<file path="config.mk">
export PLATFORM = sky130hd
export DESIGN_NAME = column_approx_mult_pipe
export DESIGN_NICKNAME = d
export VERILOG_FILES = /design/src/rtl/col_approx_pkg.sv /design/src/rtl/column_approx_row.sv /design/src/rtl/column_approx_mult_pipe.sv
export SDC_FILE = /design/constraint.sdc
export NUM_CORES = 1
export LEC_CHECK = 0
export ABC_CLOCK_PERIOD_IN_PS = 2750
export CAP_MARGIN = 40
export CELL_PAD_IN_SITES_DETAIL_PLACEMENT = 1
export CELL_PAD_IN_SITES_GLOBAL_PLACEMENT = 1
export CORE_MARGIN = 2
export CORE_UTILIZATION = 48
export DETAILED_ROUTE_END_ITERATION = 6
export PLACE_DENSITY = 0.91
export SLEW_MARGIN = 20
export SYNTH_ARGS = -nofsm -noshare
export SYNTH_HDL_FRONTEND = slang
export SYNTH_SLANG_ARGS = --single-unit
</file>
<file path="constraint.sdc">
create_clock -name clk -period 2.75 [get_ports clk]
set_input_delay 0.275 -clock clk [delete_from_list [all_inputs] [get_ports clk]]
set_output_delay 0.275 -clock clk [all_outputs]
set_load 0.02 [all_outputs]
</file>
<file path="src/rtl/col_approx_pkg.sv">
// Shared constants and helpers for the column-truncation approximate multiplier.
package col_approx_pkg;

  localparam int unsigned DefWidth = 8;
  localparam int unsigned DefTw    = 4;

  function automatic int unsigned clamp_theta(int unsigned theta, int unsigned width);
    return (theta > width) ? width : theta;
  endfunction

  // Number of low bits of x dropped in row i for effective theta te.
  function automatic int unsigned row_shift(int unsigned i, int unsigned te);
    return (te > i) ? te - i : 0;
  endfunction

endpackage

</file>
<file path="src/rtl/column_approx_row.sv">
// One partial-product row: x truncated by row_shift, gated by y_bit, shifted by ROW.
module column_approx_row
  import col_approx_pkg::*;
#(
  parameter int unsigned WIDTH = DefWidth,
  parameter int unsigned TW    = DefTw,
  parameter int unsigned ROW   = 0
) (
  input  logic [WIDTH-1:0]   x_i,
  input  logic               y_bit_i,
  input  logic [TW-1:0]      te_i,
  output logic [2*WIDTH-1:0] row_o
);

  logic [WIDTH-1:0]   mask;
  logic [2*WIDTH-1:0] row_ext;

  always_comb begin
    // A shift of WIDTH or more clears the whole mask, dropping the row entirely.
    mask    = {WIDTH{1'b1}} << row_shift(ROW, 32'(te_i));
    row_ext = {{WIDTH{1'b0}}, x_i & mask & {WIDTH{y_bit_i}}};
    row_o   = row_ext << ROW;
  end

endmodule

</file>
<file path="src/rtl/column_approx_mult_pipe.sv">
// Two-stage pipelined column-truncation approximate multiplier with runtime theta.
module column_approx_mult_pipe
  import col_approx_pkg::*;
#(
  parameter int unsigned WIDTH = DefWidth,
  parameter int unsigned TW    = DefTw,
  parameter int unsigned SPLIT = WIDTH / 2
) (
  input  logic               clk,
  input  logic               rst_n,
  input  logic               in_valid,
  output logic               in_ready,
  input  logic [WIDTH-1:0]   x,
  input  logic [WIDTH-1:0]   y,
  input  logic [TW-1:0]      theta,
  output logic               out_valid,
  input  logic               out_ready,
  output logic [2*WIDTH-1:0] z,
  output logic [TW-1:0]      z_theta
);

  logic [TW-1:0]      te_in;
  logic [2*WIDTH-1:0] rows [WIDTH];
  logic [2*WIDTH-1:0] sum_a, sum_b;

  logic               s1_valid_q, s2_valid_q;
  logic [2*WIDTH-1:0] a_q, b_q, z_q;
  logic [TW-1:0]      te_q, z_theta_q;
  logic               s1_adv, s2_adv;

  assign te_in = TW'(clamp_theta(32'(theta), WIDTH));

  for (genvar g = 0; g < WIDTH; g++) begin : gen_rows
    column_approx_row #(
      .WIDTH(WIDTH),
      .TW   (TW),
      .ROW  (g)
    ) u_row (
      .x_i    (x),
      .y_bit_i(y[g]),
      .te_i   (te_in),
      .row_o  (rows[g])
    );
  end

  always_comb begin
    sum_a = '0;
    sum_b = '0;
    for (int unsigned i = 0; i < WIDTH; i++) begin
      if (i < SPLIT) sum_a = sum_a + rows[i];
      else           sum_b = sum_b + rows[i];
    end
  end

  // Ready depends only on valid registers and out_ready, never on in_valid.
  assign s2_adv   = !s2_valid_q || out_ready;
  assign s1_adv   = !s1_valid_q || s2_adv;
  assign in_ready = s1_adv;

  always_ff @(posedge clk or negedge rst_n) begin
    if (!rst_n) begin
      s1_valid_q <= 1'b0;
      a_q        <= '0;
      b_q        <= '0;
      te_q       <= '0;
    end else if (s1_adv) begin
      s1_valid_q <= in_valid;
      a_q        <= sum_a;
      b_q        <= sum_b;
      te_q       <= te_in;
    end
  end

  always_ff @(posedge clk or negedge rst_n) begin
    if (!rst_n) begin
      s2_valid_q <= 1'b0;
      z_q        <= '0;
      z_theta_q  <= '0;
    end else if (s2_adv) begin
      s2_valid_q <= s1_valid_q;
      z_q        <= a_q + b_q;
      z_theta_q  <= te_q;
    end
  end

  assign out_valid = s2_valid_q;
  assign z         = z_q;
  assign z_theta   = z_theta_q;

endmodule
</file>
==> impl_metrics.py, run 1 <==
metrics = {
    "status": {
        "status": "did not finish",
        "stop_stage": "5_1_grt",
        "error": "[ERROR GRT-0232] Routing congestion too high. Check the congestion heatmap in the GUI.",
    },
    "floorplan": {
        "die_w_um": 102,
        "rows": 35,
        "start_util_pct": 49.6,
        "die_h_um": 102,
        "pin_count": 46,
    },
    "synth": {
        "synth.distinct_cells": 47,
        "yosys_most_used_dff": "dfrtp_1",
        "synth.avg_cell_area_um2": 8.66,
        "yosysTopAreaCellShare_pct": 27.2,
        "synth-async-reset-ratio_pct": 100,
        "yosysWarnings": 0,
        "synthTopCellsByArea": "dfrtp_1 (27%), ha_1 (13%), fa_1 (12%)",
        "netlist_area_mm2": 0.00461,
        "synth_edf_count": 0,
        "synth_top_cell_by_area": "dfrtp_1",
        "seq_area_frac_synth_pct": 27.2,
        "synthesis.nets": 632,
        "synth_seq_cells": 50,
        "synth_cells": 532,
    },
    "cts": {
        "cts_made_buffers": 5,
        "cts_max_path_buffers": 2,
        "cts.sinks": 50,
        "htreeDepth": 2,
        "ctsHoldBuffers": 0,
        "cts_root_buffer": "clkbuf_8",
    },
    "place": {
        "hpwlAfterDp_mm": 14.6,
        "placed_area_mm2": 0.00613,
        "port-buffer-count": 45,
        "place_ws_ns": -2.12,
        "globalplace.congestion": 1.10,
    },
    "sta": {
        "grt-worst-endpoint": "a_q[9]$_DFFE_PN0P_/D",
        "worst-ep-kind": "register input",
    },
    "grt": {
        "grt_usage_pct": 75.9,
        "grt_overflow": 161,
        "grt_max_degree": 38,
    },
}
## per-layer routing
layer | global-route usage [%] | GRT overflow
met5 | 5.77 | 0
met4 | 89.1 | 73
met2 | 97.0 | 83
met3 | 54.2 | 5
met1 | 72.4 | 0
## per-stage QoR
step                      hold slack (ns)  instances  TNS [ns]
after floorplan                   -0.0206        532    -12.74
after global placement              0.436        792    -26.20
after detailed placement            0.349        793    -31.74
after CTS                         0.00540        819    -16.67
## cell usage after synthesis, drive strengths merged (2+ instances only)
master   n
a211oi  12
a21o     7
a21oi   23
a31oi    7
and2     7
and3    13
buf      9
clkbuf   6
dfrtp   50
fa      27
ha      49
inv     57
mux2    10
nand2   65
nand2b   4
nand3   20
nand4    2
nor2    31
nor2b   10
nor3    12
nor4     2
o211a    2
o211ai   6
o21a    10
o21ai   50
o21bai   6
o311a    2
o31ai    4
or2      2
xnor2    6
xor2    10
## cells by family after synthesis
logic type	count (synthesis)	share of synthesized area, %
AND/OR/NAND/NOR	174	17.9
adder cells (fa/ha/maj)	76	25.0
multiplexers	10	2.44
flip-flops	50	27.2
buffers and inverters	72	6.16
XOR/XNOR	16	3.04
AO/OA/AOI/OAI	134	18.2
## timing repair
action | CTS
pin swaps | 51
resized for setup | 91
setup endpoints to repair | 20
hold endpoints to repair | 0
buffers inserted | 19
==> inputs of run 2 (changes only) <==
--- a/config.mk
+++ b/config.mk
@@ -7,12 +7,10 @@
 export LEC_CHECK = 0
 export ABC_CLOCK_PERIOD_IN_PS = 2750
 export CAP_MARGIN = 40
-export CELL_PAD_IN_SITES_DETAIL_PLACEMENT = 1
-export CELL_PAD_IN_SITES_GLOBAL_PLACEMENT = 1
 export CORE_MARGIN = 2
-export CORE_UTILIZATION = 48
+export CORE_UTILIZATION = 35
 export DETAILED_ROUTE_END_ITERATION = 6
-export PLACE_DENSITY = 0.91
+export PLACE_DENSITY_LB_ADDON = 0.15
 export SLEW_MARGIN = 20
 export SYNTH_ARGS = -nofsm -noshare
 export SYNTH_HDL_FRONTEND = slang
==> run 2 against run 1 <==
The flow now finishes, with violations (setup timing). Synthesized cell count stayed put. Synthesized area stayed put.
==> impl_metrics.py, run 2 <==
metrics = {
    "status": {
        "status": "complete, but fails checks",
        "violations": "setup timing",
    },
    "floorplan": {
        "start_util_pct": 36.2,
        "dieArea_mm2": 0.0141,
        "die_h_um": 119,
        "core_area_mm2": 0.0127,
        "rows": 41,
        "die_w_um": 119,
        "pin_count": 46,
    },
    "sta": {
        "tightest_slew_ns": 0.460,
        "min_period_ns": 3.88,
        "finalHoldViolCount": 0,
        "fmax_ghz": 0.258,
        "finalSetupViolCount": 16,
        "slew_violations": 0,
        "fin_crit_sh_pct": 141,
        "rsz0062_at_grt": "true",
        "layout_setup_ws_ns": -1.13,
        "maxSlewHeadroom_pct": 69.3,
        "skew_ns": 0.00898,
    },
    "layout": {
        "n_antenna_cell": 0,
        "final_common_cell": "buf_4",
        "largest_register_ffs": 16,
        "final_cells": 860,
        "area_delta_synth_final_pct": 46.9,
        "layout.nets": 787,
        "drive_gt1_share_pct": 31.4,
        "final_cell_area_mm2": 0.00677,
        "final_cell_mix": "buf_4 (111), nand2_1 (62), dfrtp_1 (50), inv_1 (44), clkdlybuf4s50_1 (40)",
    },
    "grt": {
        "grt_pass1_vias": 4470,
        "grt_max_degree": 38,
        "antenna_found_initial": 0,
        "grt_usage_pct": 19.4,
        "grt_pass1_wl_mm": 22.1,
        "grt_overflow": 0,
    },
    "cts": {
        "clkLatencyLatePin_ns": 0.29,
        "cts_max_path_buffers": 2,
        "htreeDepth": 2,
        "cts_root_buffer": "clkbuf_16",
        "cts.sinks": 50,
        "clk_pin_slew_worst_paths_ns": 0.07,
        "cts_tree": "built",
        "cts_made_buffers": 5,
    },
    "worst_setup_path": {
        "critPathLaunchType": "input pin",
        "r2r_setup_slack_ns": 0.75,
        "crit_path_end_kind": "register",
        "crit_fanout": 5,
        "path_class": "input pin to register",
        "required_ns": 2.95,
        "timing.rr.start": "a_q[4]",
        "r2r_cells": 8,
        "r2r_end": "z[14]",
        "worstPathArrival_ns": 4.08,
    },
    "job": {
        "maxCapViolations": 0,
    },
    "synth": {
        "yosysWarnings": 0,
        "synth.avg_cell_area_um2": 8.66,
        "synth_cells": 532,
        "synth.distinct_cells": 47,
        "synth_common_cells": "nand2_1 (64), inv_1 (55), dfrtp_1 (50)",
        "synth-async-reset-ratio_pct": 100,
        "synthesis.nets": 632,
        "synth_seq_cells": 50,
        "yosys_most_used_dff": "dfrtp_1",
        "yosysMostFrequentCell": "nand2_1",
        "seq_area_frac_synth_pct": 27.2,
        "synth_edf_count": 0,
        "synth_top_cell_by_area": "dfrtp_1",
        "netlist_area_mm2": 0.00461,
        "yosysTopAreaCellShare_pct": 27.2,
        "synthTopCellsByArea": "dfrtp_1 (27%), ha_1 (13%), fa_1 (12%)",
    },
    "routing": {
        "final_antenna_net_count": 0,
        "drc": 0,
        "wirelength_mm": 13.1,
        "wl_per_cell_um": 15.2,
        "drt_iter0_drc": 223,
        "via_count": 4278,
        "first_pass_iters": 4,
        "vias_per_cell": 4.97,
    },
    "place": {
        "globalplace.congestion": 0.936,
        "dp.cells": 835,
        "placed_area_mm2": 0.00618,
        "port-buffer-count": 45,
        "place_ws_ns": -1.89,
        "hpwlAfterDp_mm": 10.7,
    },
    "power_and_ir_drop": {
        "power.density_mw_per_mm2": 498,
        "p_leak_nw": 3.21,
        "ir_worst_vdd_uv": 278,
    },
    "worst_hold_path": {
        "hp-class": "input pin to asynchronous set/reset pin",
    },
}
==> run 2: cell counts after synthesis <==
No cell type changed its count.
==> run 2: stage by stage <==
| step | utilization [%] | hold slack (ns) | power (mW) | setup TNS [ns] |
|---|---|---|---|---|
| global route | 53.2 | 0.443 | 3.63 | -16.49 |
| detailed placement | 48.6 | 0.185 | 2.63 | -28.48 |
| CTS | 52.3 | 0.404 | 3.34 | -16.23 |
| floorplan | - | -0.0206 | 1.98 | -12.74 |
| global placement | 48.6 | 0.176 | 2.60 | -27.35 |
| finish | 53.2 | 0.397 | 3.38 | -14.07 |
==> run 2: worst max path at each step <==
stage	to	depth (start not counted)	start
floorplan	a_q[11]	18	theta[3]
global placement	b_q[15]	21	theta[3]
detailed placement	b_q[15]	21	theta[3]
CTS	b_q[15]	21	theta[3]
global route	b_q[14]	22	theta[3]
finish	a_q[11]	18	theta[3]
==> run 2: what timing repair did <==
item | CTS | global route
gates resized for setup | 50 | 34
setup buffers | 16 | 2
hold endpoints to repair | 13 | 0
pin swaps | 50 | 38
hold buffers | 1 | 0
setup endpoints to repair | 20 | 18
==> run 2: kinds of logic after synthesis <==
logic type	share of synthesized area [%]
simple gates	17.9
compound gates	18.2
fa+ha+maj	25.0
buf+inv	6.16
flops	27.2
xor+xnor	3.04
mux	2.44
==> run 2: routing by layer <==
metal,vias to the layer above,share of wire (%),GRT usage [%]
li1,2135,-,-
met1,2052,45,25.0
met2,75,50,34.3
met3,16,3.3,2.03
met4,0,2.2,5.51
met5,-,0,0
==> run 2: final cells by class <==
class | instances | area (um^2)
Fill cell | 1221 | 5950
Tap cell | 172 | 215
Multi-Input combinational cell | 410 | 3530
Sequential cell | 50 | 1250
Inverter | 57 | 245
Clock inverter | 2 | 12.5
Timing Repair Buffer | 163 | 1380
Clock buffer | 6 | 139
==> run 2: report_power, final <==
part / total (mW) / internal [mW] / switching [mW]
clock network: 0.617 / 0.360 / 0.257
registers: 1.01 / 0.907 / 0.0982
logic: 1.75 / 0.858 / 0.895
total: 3.38 / 2.13 / 1.25
==> run 2: worst max-delay path, stage by stage <==
cell and delay [ns]:
buf_12 0.12, nand2b_4 0.15, buf_12 0.13, ha_4 0.16
ha_4 0.18, a21o_1 0.20, or4_4 0.43, and3_4 0.17
fa_1 0.51, inv_2 0.04, fa_1 0.51, inv_2 0.04
ha_4 0.21, o21a_1 0.18, o31a_1 0.14, o211a_1 0.24
o21a_1 0.19, o31ai_2 0.19
Power figures use the tool's default switching activity.
==> inputs of run 3 (changes only) <==
--- a/config.mk
+++ b/config.mk
@@ -6,7 +6,6 @@
 export NUM_CORES = 1
 export LEC_CHECK = 0
 export ABC_CLOCK_PERIOD_IN_PS = 2750
-export CAP_MARGIN = 40
 export CORE_MARGIN = 2
 export CORE_UTILIZATION = 35
 export DETAILED_ROUTE_END_ITERATION = 6
==> results of run 3 <==
Final layout, timing and power as in run 2 (identical DEF).
